==> config.mk <==
export PLATFORM = sky130hd
export DESIGN_NAME = frame_loader_flat
export DESIGN_NICKNAME = d
export VERILOG_FILES = /design/src/rtl/panel_pkg.sv /design/src/rtl/frame_loader_if.sv /design/src/rtl/rgb_quantizer.sv /design/src/rtl/frame_loader.sv /design/src/flat_wrapper.sv
export SDC_FILE = /design/constraint.sdc
export NUM_CORES = 1
export LEC_CHECK = 0
export ABC_CLOCK_PERIOD_IN_PS = 3590
export BUFFER_PORTS_ARGS = -buffer_cell sky130_fd_sc_hd__buf_2
export CAP_MARGIN = 20
export CORE_MARGIN = 2
export CORE_UTILIZATION = 45
export DETAILED_ROUTE_END_ITERATION = 8
export PLACE_DENSITY = 0.66
export RECOVER_POWER = 100
export SLEW_MARGIN = 0
export SYNTH_ARGS = -nofsm -noshare
export SYNTH_HDL_FRONTEND = slang
export SYNTH_SLANG_ARGS = --single-unit
==> constraint.sdc <==
create_clock -name i_clk -period 3.59 [get_ports i_clk]
set_input_delay 0.1795 -clock i_clk [delete_from_list [all_inputs] [get_ports i_clk]]
set_output_delay 0.1795 -clock i_clk [all_outputs]
set_load 0.02 [all_outputs]
==> src/rtl/panel_pkg.sv <==
// Shared constants, RAM word layout and loader state type for the HUB75 pixel path.
package panel_pkg;

  localparam int unsigned PANEL_W   = 160;
  localparam int unsigned HALF_ROWS = 20;
  localparam int unsigned ADDR_W    = 12;
  localparam int unsigned LVL_W     = 3;
  localparam int unsigned LVL_MAX   = 6;

  localparam int unsigned X_W = $clog2(PANEL_W);
  localparam int unsigned Y_W = $clog2(2 * HALF_ROWS);

  localparam int unsigned UPPER_R = 15;
  localparam int unsigned UPPER_G = 12;
  localparam int unsigned UPPER_B = 9;
  localparam int unsigned LOWER_R = 6;
  localparam int unsigned LOWER_G = 3;
  localparam int unsigned LOWER_B = 0;

  typedef enum logic [1:0] {
    ST_IDLE,
    ST_LOAD,
    ST_WAIT_SWAP
  } loader_state_t;

  // (c*7)>>8, truncated, maps 0..255 onto 0..LVL_MAX
  function automatic logic [LVL_W-1:0] quantize(input logic [7:0] c);
    logic [15:0] prod;
    prod = 16'(c) * 16'd7;
    return LVL_W'(prod >> 8);
  endfunction

endpackage

==> src/rtl/frame_loader_if.sv <==
// Raster pixel stream handshake into the frame loader.
interface frame_loader_if;
  logic        i_valid;
  logic        o_ready;
  logic        i_sof;
  logic [23:0] i_pixel;

  modport master (output i_valid, output i_sof, output i_pixel, input o_ready);
  modport slave  (input i_valid, input i_sof, input i_pixel, output o_ready);
endinterface

==> src/rtl/rgb_quantizer.sv <==
// Combinational RGB888 -> 3x3-bit level conversion, packed {R,G,B}.
module rgb_quantizer
  import panel_pkg::*;
(
  input  logic [23:0]        i_pixel,
  output logic [3*LVL_W-1:0] o_lvl
);

  always_comb begin
    o_lvl = '0;
    o_lvl[LOWER_R +: LVL_W] = quantize(i_pixel[23:16]);
    o_lvl[LOWER_G +: LVL_W] = quantize(i_pixel[15:8]);
    o_lvl[LOWER_B +: LVL_W] = quantize(i_pixel[7:0]);
  end

endmodule

==> src/rtl/frame_loader.sv <==
// Writes a raster RGB888 stream into the double-buffered HUB75 pixel RAM,
// swapping banks only on the driver's frame-sync pulse.
module frame_loader
  import panel_pkg::*;
(
  input  logic              i_clk,
  input  logic              i_rst_n,
  frame_loader_if.slave     pix,
  input  logic              i_frame_sync,
  output logic              o_wr_en,
  output logic [ADDR_W:0]   o_wr_addr,
  output logic [17:0]       o_wr_data,
  output logic [1:0]        o_wr_mask,
  output logic              o_rd_bank,
  output logic              o_frame_err
);

  loader_state_t     state_q, state_d;
  logic [X_W-1:0]    x_q, x_d, cur_x;
  logic [Y_W-1:0]    y_q, y_d, cur_y;
  logic [ADDR_W-1:0] base_q, base_d, cur_base;
  logic              wr_bank_q, wr_bank_d;
  logic              rd_bank_q, rd_bank_d;
  logic              err_q, err_d;
  logic              swapped_q, swapped_d;
  logic              ready_q, ready_d;
  logic              wr_en_q, wr_en_d;
  logic [ADDR_W:0]   wr_addr_q, wr_addr_d;
  logic [17:0]       wr_data_q, wr_data_d;
  logic [1:0]        wr_mask_q, wr_mask_d;
  logic [3*LVL_W-1:0] lvl;
  logic              xfer, do_write;

  rgb_quantizer u_quant (
    .i_pixel (pix.i_pixel),
    .o_lvl   (lvl)
  );

  always_comb begin
    state_d   = state_q;
    x_d       = x_q;
    y_d       = y_q;
    base_d    = base_q;
    wr_bank_d = wr_bank_q;
    rd_bank_d = rd_bank_q;
    err_d     = err_q;
    swapped_d = swapped_q;
    wr_en_d   = 1'b0;
    wr_addr_d = wr_addr_q;
    wr_data_d = wr_data_q;
    wr_mask_d = wr_mask_q;
    do_write  = 1'b0;
    xfer      = pix.i_valid && ready_q;
    // An SOF pixel is always placed at (0,0), whether starting or restarting
    cur_x     = pix.i_sof ? '0 : x_q;
    cur_y     = pix.i_sof ? '0 : y_q;
    cur_base  = pix.i_sof ? '0 : base_q;

    unique case (state_q)
      ST_IDLE: begin
        if (xfer) begin
          swapped_d = 1'b0;
          if (pix.i_sof) do_write = 1'b1;
          else if (swapped_q) err_d = 1'b1;
        end
      end
      ST_LOAD: begin
        if (xfer) begin
          do_write = 1'b1;
          if (pix.i_sof && (x_q != '0 || y_q != '0)) err_d = 1'b1;
        end
      end
      ST_WAIT_SWAP: begin
        if (i_frame_sync) begin
          rd_bank_d = wr_bank_q;
          wr_bank_d = ~wr_bank_q;
          x_d       = '0;
          y_d       = '0;
          base_d    = '0;
          swapped_d = 1'b1;
          state_d   = ST_IDLE;
        end
      end
      default: state_d = ST_IDLE;
    endcase

    if (do_write) begin
      wr_en_d   = 1'b1;
      wr_addr_d = {wr_bank_q, cur_base + ADDR_W'(cur_x)};
      wr_mask_d = (cur_y < Y_W'(HALF_ROWS)) ? 2'b10 : 2'b01;
      wr_data_d[UPPER_B +: 3*LVL_W] = lvl;
      wr_data_d[LOWER_B +: 3*LVL_W] = lvl;
      state_d   = ST_LOAD;
      if (cur_x == X_W'(PANEL_W - 1)) begin
        x_d = '0;
        if (cur_y == Y_W'(2 * HALF_ROWS - 1)) begin
          y_d     = '0;
          base_d  = '0;
          state_d = ST_WAIT_SWAP;
        end else begin
          y_d    = cur_y + Y_W'(1);
          // Lower half reuses the same row addresses as the upper half
          base_d = (cur_y == Y_W'(HALF_ROWS - 1)) ? '0 : cur_base + ADDR_W'(PANEL_W);
        end
      end else begin
        x_d    = cur_x + X_W'(1);
        y_d    = cur_y;
        base_d = cur_base;
      end
    end

    ready_d = (state_d != ST_WAIT_SWAP);
  end

  always_ff @(posedge i_clk or negedge i_rst_n) begin
    if (!i_rst_n) begin
      state_q   <= ST_IDLE;
      x_q       <= '0;
      y_q       <= '0;
      base_q    <= '0;
      wr_bank_q <= 1'b1;
      rd_bank_q <= 1'b0;
      err_q     <= 1'b0;
      swapped_q <= 1'b0;
      ready_q   <= 1'b0;
      wr_en_q   <= 1'b0;
      wr_addr_q <= '0;
      wr_data_q <= '0;
      wr_mask_q <= '0;
    end else begin
      state_q   <= state_d;
      x_q       <= x_d;
      y_q       <= y_d;
      base_q    <= base_d;
      wr_bank_q <= wr_bank_d;
      rd_bank_q <= rd_bank_d;
      err_q     <= err_d;
      swapped_q <= swapped_d;
      ready_q   <= ready_d;
      wr_en_q   <= wr_en_d;
      wr_addr_q <= wr_addr_d;
      wr_data_q <= wr_data_d;
      wr_mask_q <= wr_mask_d;
    end
  end

  assign pix.o_ready = ready_q;
  assign o_wr_en     = wr_en_q;
  assign o_wr_addr   = wr_addr_q;
  assign o_wr_data   = wr_data_q;
  assign o_wr_mask   = wr_mask_q;
  assign o_rd_bank   = rd_bank_q;
  assign o_frame_err = err_q;

endmodule

==> src/flat_wrapper.sv <==
// flat-port wrapper written by rule: the top's interface ports become plain ports
module frame_loader_flat import panel_pkg::*;
  (i_clk, i_rst_n, i_frame_sync, o_wr_en, o_wr_addr, o_wr_data, o_wr_mask, o_rd_bank, o_frame_err, pix_i_valid, pix_i_sof, pix_i_pixel, pix_o_ready);
  frame_loader_if pix_i ();
  input  logic i_clk;
  input  logic i_rst_n;
  input  logic i_frame_sync;
  output logic o_wr_en;
  output logic [ADDR_W:0] o_wr_addr;
  output logic [17:0] o_wr_data;
  output logic [1:0] o_wr_mask;
  output logic o_rd_bank;
  output logic o_frame_err;
  input wire logic [$bits(pix_i.i_valid)-1:0] pix_i_valid;
  input wire logic [$bits(pix_i.i_sof)-1:0] pix_i_sof;
  input wire logic [$bits(pix_i.i_pixel)-1:0] pix_i_pixel;
  output wire logic [$bits(pix_i.o_ready)-1:0] pix_o_ready;
  assign pix_i.i_valid = pix_i_valid;
  assign pix_i.i_sof = pix_i_sof;
  assign pix_i.i_pixel = pix_i_pixel;
  assign pix_o_ready = pix_i.o_ready;
  frame_loader u_core (.i_clk(i_clk), .i_rst_n(i_rst_n), .pix(pix_i), .i_frame_sync(i_frame_sync), .o_wr_en(o_wr_en), .o_wr_addr(o_wr_addr), .o_wr_data(o_wr_data), .o_wr_mask(o_wr_mask), .o_rd_bank(o_rd_bank), .o_frame_err(o_frame_err));
endmodule
==> impl_metrics.yaml, run 1 <==
outcome:
  status: "complete, but fails checks"
  violations: "capacitance limit, slew limit"
final_layout:
  area_growth_syn_to_layout_pct: 10.6
  n_antenna_cell: 0
  final_cells: 613
  fill_cells: 871
  nets: 583
  final_area_um2: 4650
  drive_above_1_share_pct: 10.6
pwr:
  cell_internal_pwr_uw: 1100
  vdd_drop_max_mv: 0.212
  switching_share_pct: 34.6
  combPwrFrac_pct: 24.5
  power.leakage_uw: 0.00210
  pwr-share-clk_pct: 32.2
  p_seq_share_pct: 43.3
  netSwitchingPower_uw: 585
  power.density_nw_per_um2: 363
routing:
  remaining_drc_errors: 0
  first_pass_iters: 5
  vias: 3373
  viasPerCell: 5.50
  antenna_left: 0
  first_iter_violations: 165
  routed_wl_um: 9110
  wire_per_inst_um: 14.9
sta:
  final-setup-viol-count: 0
  clock-skew-final_ps: 8.02
  worst_pin_slew_ps: 2000
  timing.fmax_mhz: 384
  finalMaxSlewViolations: 39
  relSlewSlack_pct: -33.1
  rsz0062_at_grt: "no"
  hold_viol: 0
  fin_crit_sh_pct: 72.6
  finalSetupTns_ps: 0
  min_period_ps: 2600
floorplan:
  dieWidth_um: 101
  std_cell_rows: 35
  io_pins: 66
  dieArea_um2: 10100
  die_y_um: 101
  start_util_pct: 45.9
  core_area_um2: 9150
synthesis:
  yosysSeqAreaShare_pct: 34.5
  syn_nets: 532
  synth_edf_count: 0
  ys_top_cells_by_area: "dfrtp_1 (34%), ha_1 (11%), fa_1 (10%)"
  syn_area_per_cell_um2: 9.43
  synthArstFlopShare_pct: 100
  yosysMostFrequentCell: "dfrtp_1"
  synth_seq_cells: 58
  ys.flop_type: "dfrtp_1"
  netlist_top_cells_count: "dfrtp_1 (57), nand2_1 (49), o21ai_0 (43), ha_1 (36), a21oi_1 (23)"
  syn-cell-area_um2: 4210
  ys_types: 56
  synth_cells: 446
  synth_top_area_share_pct: 33.9
  synth_area_leader_cell: "dfrtp_1"
  synth_warnings: 0
setup_path:
  endpoint_kind: "flip-flop"
  worstPathArrival_ps: 2880
  cp_max_fo: 4
  criticalPathCategory: "reg2reg"
  crit_start: "u_core.x_q[0]$_DFFE_PN0P_"
  worstReg2RegEnd: "u_core.o_wr_addr[10]$_DFFE_PN0P_"
  rr_worst_depth: 9
  setup.worst_path.end: "u_core.o_wr_addr[10]$_DFFE_PN0P_"
  rrSetupSlack_ps: 990
  start_kind: "flip-flop"
  worstReg2RegStart: "u_core.x_q[0]$_DFFE_PN0P_"
  crit_required_ps: 3860
global_routing:
  gr-total-overflow: 0
  grt.total_usage_pct: 19.8
  grt_pass1_vias: 3381
  antenna_found_initial: 0
  grt_pass1_wl_um: 16000
  grt_max_degree: 39
clock_tree:
  clockBufferDepth: 2
  numCtsBuffers: 9
  postCtsSetupRepairBufs: 0
  cts-hold-fix-buffers: 1
  cts_sinks: 58
  cts_tree: "yes"
  cts-resized-gates: 0
  root_buffer: "clkbuf_8"
  clock_latency_ps: 350
  htree_levels: 3
  clk_pin_slew_ps: 70
placement:
  placed_cell_area_um2: 4530
  dp.final_hpwl_um: 6970
  port_buffers: 65
  placed_cells: 596
  globalplace.congestion: 0.820
hold_path:
  holdPathStages: 4
  worstHoldPathType: "in2reg"
flow_run:
  max_cap_violations: 1
## power groups by stage
stage	Combinational, uW	Clock [uW]	Sequential, uW
finish	414	543	732
global route	470	590	739
CTS	441	560	730
detailed placement	439	0	743
global placement	424	0	740
floorplan	280	0	770
## through the flow
step                      total power (uW)  setup WS, ps  hold slack [ps]  utilization [%]
final                                 1690           985              157             50.8
after global routing                  1800           692              173             50.8
after CTS                             1730          1080              139             51.6
after detailed placement              1180           870              341             49.5
after global placement                1160           918              347             49.5
after floorplan                       1050          1060             -116                -
## cell usage in the layout (no fill, tap or decap), types with 9 or more instances in the layout
cell      count
xnor2_1      12
nor2_1       20
clkbuf_1     43
o21ai_0      46
nand3_1      16
inv_1        19
nand2_1      49
fa_1         21
a21oi_1      23
a21o_1        9
nor2b_1      18
clkbuf_8     10
dfrtp_1      57
ha_1         36
buf_2        25
## worst max-delay path, stage by stage, from the launching register on
cell     delay [ps]
dfrtp_1         360
nor2b_1         320
ha_1            230
ha_1            180
nor3_1           60
a22oi_1         340
nand4_1         180
a211o_1         360
or4_1           400
nand3_1         100
## worst min path at each step
stage,slack [ps],start,to
after floorplan,-120,i_rst_n,u_core.base_q[0]$_DFFE_PN0P_
after global placement,350,i_rst_n,u_core.base_q[9]$_DFFE_PN0P_
after detailed placement,340,i_rst_n,u_core.o_wr_addr[8]$_DFFE_PN0P_
after CTS,140,pix_i_valid,u_core.state_q[0]$_DFF_PN0_
after global routing,170,pix_i_valid,u_core.state_q[0]$_DFF_PN0_
final,160,pix_i_valid,u_core.state_q[0]$_DFF_PN0_
## flip-flops by register name (all words and copies together), names as in the netlist
register,cells
u_core.o_wr_addr,13
u_core.base_q,12
u_core.o_wr_data,9
u_core.x_q,8
u_core.y_q,6
u_core.o_wr_mask,2
u_core.state_q,2
u_core.o_frame_err,1
u_core.o_rd_bank,1
u_core.o_wr_en,1
u_core.pix.o_ready,1
u_core.swapped_q,1
u_core.wr_bank_q,1
## area by class of cell
class                           count  area, um^2  area share, %
Clock buffer                       10         138           2.96
Clock inverter                      6        42.5          0.915
Sequential cell                    58        1450           31.2
Tap cell                          111         139           2.99
Inverter                           19        71.3           1.53
Multi-Input combinational cell    338        2500           53.7
Timing Repair Buffer               71         309           6.65
## per-layer routing
layer | vias up | routed length [um] | GRT usage [%]
met5 | - | 0 | 0
met4 | 0 | 103 | 6.01
met3 | 9 | 446 | 4.02
met2 | 87 | 4440 | 33.8
met1 | 1628 | 4120 | 25.4
li1 | 1649 | - | -
## logic make-up (layout without fill, tap and decap cells)
group	after synthesis	after routing	share of synthesized area, %
and+or+nand+nor	148	148	17.9
AOI/OAI and AO/OA	115	115	17.2
DFF	58	58	34.5
adders and majority gates	57	57	20.7
buffers and inverters	50	106	5.83
xor gates and xnor gates	17	17	3.54
muxes	1	1	0.268
No activity file was read; power rests on OpenSTA's default activity.
==> run 2, diff against run 1 <==
--- a/config.mk
+++ b/config.mk
@@ -5,13 +5,14 @@
 export SDC_FILE = /design/constraint.sdc
 export NUM_CORES = 1
 export LEC_CHECK = 0
-export ABC_CLOCK_PERIOD_IN_PS = 3590
+export ABC_AREA = 1
+export ABC_CLOCK_PERIOD_IN_PS = 2350
 export BUFFER_PORTS_ARGS = -buffer_cell sky130_fd_sc_hd__buf_2
 export CAP_MARGIN = 20
 export CORE_MARGIN = 2
 export CORE_UTILIZATION = 45
 export DETAILED_ROUTE_END_ITERATION = 8
-export PLACE_DENSITY = 0.66
+export PLACE_DENSITY = 0.68
 export RECOVER_POWER = 100
 export SLEW_MARGIN = 0
 export SYNTH_ARGS = -nofsm -noshare
==> constraint.sdc (replaced) <==
create_clock -name i_clk -period 2.35 [get_ports i_clk]
set_input_delay 0.1175 -clock i_clk [delete_from_list [all_inputs] [get_ports i_clk]]
set_output_delay 0.1175 -clock i_clk [all_outputs]
set_load 0.02 [all_outputs]
==> run 2 against run 1 <==
The flow now finishes without violations; setup slack got worse by 750 ps; critical path depth grew 1; sequential share of layout area down 2.5 points; hold slack got worse by 100 ps; sequential power increased by 53%; clock power is 48% higher; critical endpoint is now u_core.base_q[9]$_DFFE_PN0P_; largest cell class unchanged; highest routed layer unchanged.
==> impl_metrics.yaml, run 2 <==
outcome:
  status: "complete, no violations"
clock_tree:
  clk_pin_slew_ps: 70
  cts_sinks: 58
  clockBufferDepth: 2
  htree_levels: 3
  numCtsBuffers: 9
  postCtsSetupRepairBufs: 0
  root_buffer: "clkbuf_8"
  cts_tree: "yes"
  clock_latency_ps: 350
floorplan:
  dieWidth_um: 104
  dieArea_um2: 10900
  start_util_pct: 46.5
  die_y_um: 104
  std_cell_rows: 36
  io_pins: 66
  core_area_um2: 9770
synthesis:
  synthArstFlopShare_pct: 100
  synth_area_leader_cell: "dfrtp_1"
  synth_seq_cells: 58
  ys_types: 40
  netlist_top_cells_count: "nand2_1 (143), inv_1 (76), dfrtp_1 (57), nand3_1 (43), nor2_1 (41)"
  syn_nets: 663
  ys_top_cells_by_area: "dfrtp_1 (31%), nand2_1 (12%), ha_1 (9.9%)"
  synth_warnings: 0
  synth_top_area_share_pct: 31.4
  yosysMostFrequentCell: "nand2_1"
  syn-cell-area_um2: 4540
  synth_cells: 577
  synth_edf_count: 0
  syn_area_per_cell_um2: 7.87
  yosysSeqAreaShare_pct: 32.0
  ys.flop_type: "dfrtp_1"
setup_path:
  start_kind: "flip-flop"
  worstReg2RegStart: "u_core.x_q[1]$_DFFE_PN0P_"
  worstPathArrival_ps: 2330
  worstReg2RegEnd: "u_core.base_q[9]$_DFFE_PN0P_"
  crit_required_ps: 2560
  endpoint_kind: "flip-flop"
  criticalPathCategory: "reg2reg"
  rr_worst_depth: 10
  cp_max_fo: 12
  rrSetupSlack_ps: 230
sta:
  finalMaxSlewViolations: 0
  hold_viol: 0
  worst_pin_slew_ps: 1110
  finalSetupTns_ps: 0
  relSlewSlack_pct: 26.1
  min_period_ps: 2120
  final-setup-viol-count: 0
  fin_crit_sh_pct: 90.0
  rsz0062_at_grt: "no"
  clock-skew-final_ps: 6.60
  timing.fmax_mhz: 473
final_layout:
  final_area_um2: 5050
  final_cells: 781
  fin_util_pct: 51.6
  area_growth_syn_to_layout_pct: 11.1
  final_cell_mix: "nand2_1 (144), inv_1 (76), dfrtp_1 (57)"
  nets: 729
  n_antenna_cell: 0
  drive_above_1_share_pct: 11.1
  largest_register_ff_count: 13
  final_common_cell: "nand2_1"
hold_path:
  hold_start: "i_frame_sync"
  whs_endpoint: "u_core.pix.o_ready$_DFF_PN0_"
  holdPathStages: 3
  worstHoldPathType: "in2reg"
pwr:
  power.leakage_uw: 0.00253
  vdd_drop_max_mv: 0.179
  power.density_nw_per_um2: 511
global_routing:
  grt_pass1_vias: 3897
  use_met1_pct: 27.3
  grt_pass1_wl_um: 18100
  antenna_found_initial: 0
  busiest_layer: "met2"
  grt_use_met2_pct: 33.1
  gr-total-overflow: 0
  grt_max_degree: 31
  grt.total_usage_pct: 20.4
  met3_usage_pct: 3.38
routing:
  wire_per_inst_um: 13.1
  antenna_left: 0
  first_pass_iters: 5
  vias: 3972
  first_iter_violations: 224
  routed_wl_um: 10200
  remaining_drc_errors: 0
  viasPerCell: 5.09
placement:
  placed_cells: 764
  placed_cell_area_um2: 4970
  port_buffers: 65
  dp.final_hpwl_um: 7910
  globalplace.congestion: 0.888
flow_run:
  max_cap_violations: 0
-- run 2: cell count changes after synthesis, moves of 10 or more --
cell      delta
nor2b_1     -18
inv_1       +57
nor2_1      +21
clkbuf_1    -10
o21ai_0     -17
nand2_1     +94
nand3_1     +27
o21ai_1     +13
nand4_1     +12
-- run 2: stage by stage --
step / power [uW] / hold WS [ps] / setup WS [ps]
floorplan: 1610 / -178 / 523
global placement: 1810 / -0.785 / 291
detailed placement: 1830 / 4.80 / 237
CTS: 2640 / 35.9 / 339
global route: 2750 / 62.6 / 67.1
finish: 2580 / 52.5 / 235
-- run 2: how the worst max path moves through the flow --
stage / from / end
floorplan: pix_i_sof / u_core.o_wr_addr[10]$_DFFE_PN0P_
global placement: pix_i_sof / u_core.o_wr_addr[10]$_DFFE_PN0P_
detailed placement: pix_i_sof / u_core.o_wr_addr[10]$_DFFE_PN0P_
CTS: u_core.x_q[4]$_DFFE_PN0P_ / u_core.o_wr_addr[10]$_DFFE_PN0P_
global route: u_core.x_q[0]$_DFFE_PN0P_ / u_core.o_wr_addr[8]$_DFFE_PN0P_
finish: u_core.x_q[1]$_DFFE_PN0P_ / u_core.base_q[9]$_DFFE_PN0P_
-- run 2: area by class of cell --
| cell class | instances | area (um^2) |
|---|---|---|
| well taps | 133 | 166 |
| flip-flops and latches | 58 | 1450 |
| fillers | 971 | 4730 |
| repair buffers | 78 | 352 |
| clock buffers | 13 | 149 |
| inverters | 79 | 297 |
| clock inverters | 3 | 15.0 |
| multi-input cells | 417 | 2620 |
-- run 2: cell families after synthesis --
kind of cell	after synthesis	share of synthesized area [%]
AO/OA/AOI/OAI	78	9.81
XOR/XNOR	6	1.16
adder cells (fa/ha/maj)	57	19.2
buffers and inverters	102	10.1
flip-flops	58	32.0
AND/OR/NAND/NOR	276	27.8
-- run 2: critical path, stage by stage, from the launching register on --
cell	delay, ps
dfrtp_1	460
nand2_1	120
inv_1	80
ha_1	150
inv_1	50
nor3_1	300
nand2_1	170
nor2_4	220
nand2_2	210
nand4_1	150
o21ai_0	80
-- run 2: where the power goes --
part / leakage (uW) / internal (uW) / switching, uW
clock: 0.0000872 / 407 / 398
sequential: 0.000758 / 1060 / 55.2
combinational: 0.00169 / 217 / 438
total: 0.00253 / 1690 / 891
-- run 2: what timing repair did --
action | 4_1_cts | 5_1_grt
gates resized for setup | 0 | 0
hold buffers | 1 | 0
endpoints found under the hold margin | 30 | 0
-- run 2: metal layers --
layer / routed length [um] / share of wire, % / up-vias
met2: 4840 / 47 / 116
met4: 214 / 2.1 / 0
met1: 4680 / 46 / 1837
met5: 0 / 0 / -
met3: 519 / 5.1 / 19
li1: - / - / 2000
==> run 3, diff against run 2 <==
--- a/config.mk
+++ b/config.mk
@@ -12,7 +12,7 @@
 export CORE_MARGIN = 2
 export CORE_UTILIZATION = 45
 export DETAILED_ROUTE_END_ITERATION = 8
-export PLACE_DENSITY = 0.68
+export PLACE_DENSITY = 0.67
 export RECOVER_POWER = 100
 export SLEW_MARGIN = 0
 export SYNTH_ARGS = -nofsm -noshare
==> run 3 against run 2 <==
The flow now finishes with violations (capacitance limit, slew limit); combinational power grew 2%; non-clock buffer count shrank 3; sequential share of layout area shrank 0.68 points; register-to-register slack lost 100 ps; fmax shrank 4.5%; cell count shrank 0.38%; clock-buffer cell count shrank 2; critical path depth shrank 3; via count grew 0.48%; first-iteration DRC count shrank 12%; clock power grew 55%.
==> impl_metrics.yaml, run 3 (synthesized netlist as in run 2, its figures left out) <==
outcome:
  status: "complete, but fails checks"
  violations: "capacitance limit, slew limit"
sta:
  clock-skew-final_ps: 10.8
  timing.fmax_mhz: 451
  finalSetupTns_ps: 0
  hold_viol: 0
  final-setup-viol-count: 0
  finalMaxSlewViolations: 27
  relSlewSlack_pct: -5.51
  min_period_ps: 2220
  rsz0062_at_grt: "no"
  fin_crit_sh_pct: 94.3
  worst_pin_slew_ps: 1580
floorplan:
  start_util_pct: 46.5
  std_cell_rows: 36
  dieArea_um2: 10900
  core_area_um2: 9770
  die_y_um: 104
  io_pins: 66
  dieWidth_um: 104
setup_path:
  rrSetupSlack_ps: 130
  cp_max_fo: 16
  worstReg2RegStart: "u_core.pix.o_ready$_DFF_PN0_"
  rr_worst_depth: 7
  critPathTopFamily: "buffers and inverters"
  start_kind: "flip-flop"
  crit_path_top_delay_cell: "clkbuf_1"
  path_buf_inv: 2
  endpoint_kind: "flip-flop"
  criticalPathCategory: "reg2reg"
  crit_top_cell: "o21ai_0"
  cp_slowest_stage_delay_ps: 640
  worstReg2RegEnd: "u_core.base_q[8]$_DFFE_PN0P_"
  cp_cell_sequence: "nand2_1, nor2_1, o21ai_0, inv_1, clkbuf_1, nand4_1, o21ai_0"
  crit_required_ps: 2600
  worstPathArrival_ps: 2470
clock_tree:
  postCtsSetupRepairBufs: 0
  cts_sinks: 58
  clockBufferDepth: 2
  root_buffer: "clkbuf_8"
  cts_tree: "yes"
  clk_pin_slew_ps: 70
  htree_levels: 3
  clock_latency_ps: 350
  numCtsBuffers: 9
routing:
  first_pass_iters: 4
  remaining_drc_errors: 0
  vias: 3991
  first_iter_violations: 197
  routed_wl_um: 10200
  viasPerCell: 5.13
  wire_per_inst_um: 13.1
  antenna_left: 0
final_layout:
  fin_util_pct: 52.9
  final_common_cell: "nand2_1"
  regArea_um2: 1450
  final_cell_mix: "nand2_1 (144), inv_1 (76), dfrtp_1 (57)"
  area_growth_syn_to_layout_pct: 13.8
  drive_above_1_share_pct: 11.8
  fill_cells: 937
  nets: 726
  n_antenna_cell: 0
  largest_register_ff_count: 13
  multi_input_comb_area_um2: 2630
pwr:
  switching_share_pct: 29.9
  power.leakage_uw: 0.00258
  p_seq_share_pct: 36.7
  netSwitchingPower_uw: 908
  combPwrFrac_pct: 22.0
  power.density_nw_per_um2: 587
  pwr-share-clk_pct: 41.3
  vdd_drop_max_mv: 0.230
  cell_internal_pwr_uw: 2130
global_routing:
  grt_max_degree: 33
  use_met1_pct: 25.4
  met3_usage_pct: 3.07
  antenna_found_initial: 0
  busiest_layer: "met2"
  grt_pass1_vias: 4007
  grt_use_met2_pct: 32.8
  grt.total_usage_pct: 19.8
  grt_pass1_wl_um: 17800
  gr-total-overflow: 0
hold_path:
  holdPathStages: 3
  hold_start: "i_frame_sync"
  whs_endpoint: "u_core.pix.o_ready$_DFF_PN0_"
  worstHoldPathType: "in2reg"
placement:
  port_buffers: 65
  dp.final_hpwl_um: 7770
  globalplace.congestion: 0.898
flow_run:
  max_cap_violations: 1
==> run 3: tightest hold or removal path, delay by kind of cell <==
| family | cells | cell delay, ps |
|---|---|---|
| AO/OA/AOI/OAI | 1 | 80 |
| buffers and inverters | 2 | 150 |
==> run 3: metal layers <==
layer / up-vias / share of wire [%]
met5: - / 0
met4: 0 / 2.2
met2: 108 / 47
met1: 1861 / 45
met3: 24 / 5.0
li1: 1998 / -
==> run 3: stage by stage <==
stage	power [uW]	instances	setup slack (ps)	area [um^2]	hold slack, ps
finish	3030	778	135	5170	56.0
global route	3190	778	36.1	5170	50.4
CTS	3080	778	264	5230	46.5
detailed placement	1830	761	96.1	4960	190
global placement	1810	761	265	4960	175
floorplan	1610	577	523	4540	-178
==> run 3: power by group through the flow <==
| stage | logic (uW) | clock network, uW | registers (uW) |
|---|---|---|---|
| after floorplan | 416 | 0 | 1190 |
| after global placement | 679 | 0 | 1130 |
| after detailed placement | 700 | 0 | 1130 |
| after CTS | 705 | 1270 | 1110 |
| after global routing | 760 | 1310 | 1120 |
| final | 667 | 1250 | 1110 |
==> run 3: final cells by class <==
| cell class | instances | share of cell area [%] |
|---|---|---|
| inverter | 79 | 5.74 |
| clock inverter | 5 | 2.42 |
| tap | 133 | 3.22 |
| multi-input combinational | 417 | 50.9 |
| sequential | 58 | 28.1 |
| clock buffer | 11 | 2.74 |
| timing repair buffer | 75 | 6.87 |
==> run 3: worst max path at each step <==
stage,from,end,slack [ps],depth (start not counted)
2_1_floorplan,pix_i_sof,u_core.o_wr_addr[10]$_DFFE_PN0P_,520,13
3_3_place_gp,pix_i_sof,u_core.y_q[3]$_DFFE_PN0P_,260,14
3_5_place_dp,pix_i_sof,u_core.y_q[3]$_DFFE_PN0P_,100,14
4_1_cts,u_core.x_q[4]$_DFFE_PN0P_,u_core.o_wr_addr[10]$_DFFE_PN0P_,260,12
5_1_grt,u_core.pix.o_ready$_DFF_PN0_,u_core.base_q[8]$_DFFE_PN0P_,40,7
6_report,u_core.pix.o_ready$_DFF_PN0_,u_core.base_q[8]$_DFFE_PN0P_,130,7
==> run 3: what timing repair did <==
action / 4_1_cts / 5_1_grt
setup endpoints to repair: 0 / 1
resized for setup: 0 / 1
hold buffers: 1 / 0
hold endpoints to repair: 26 / 0
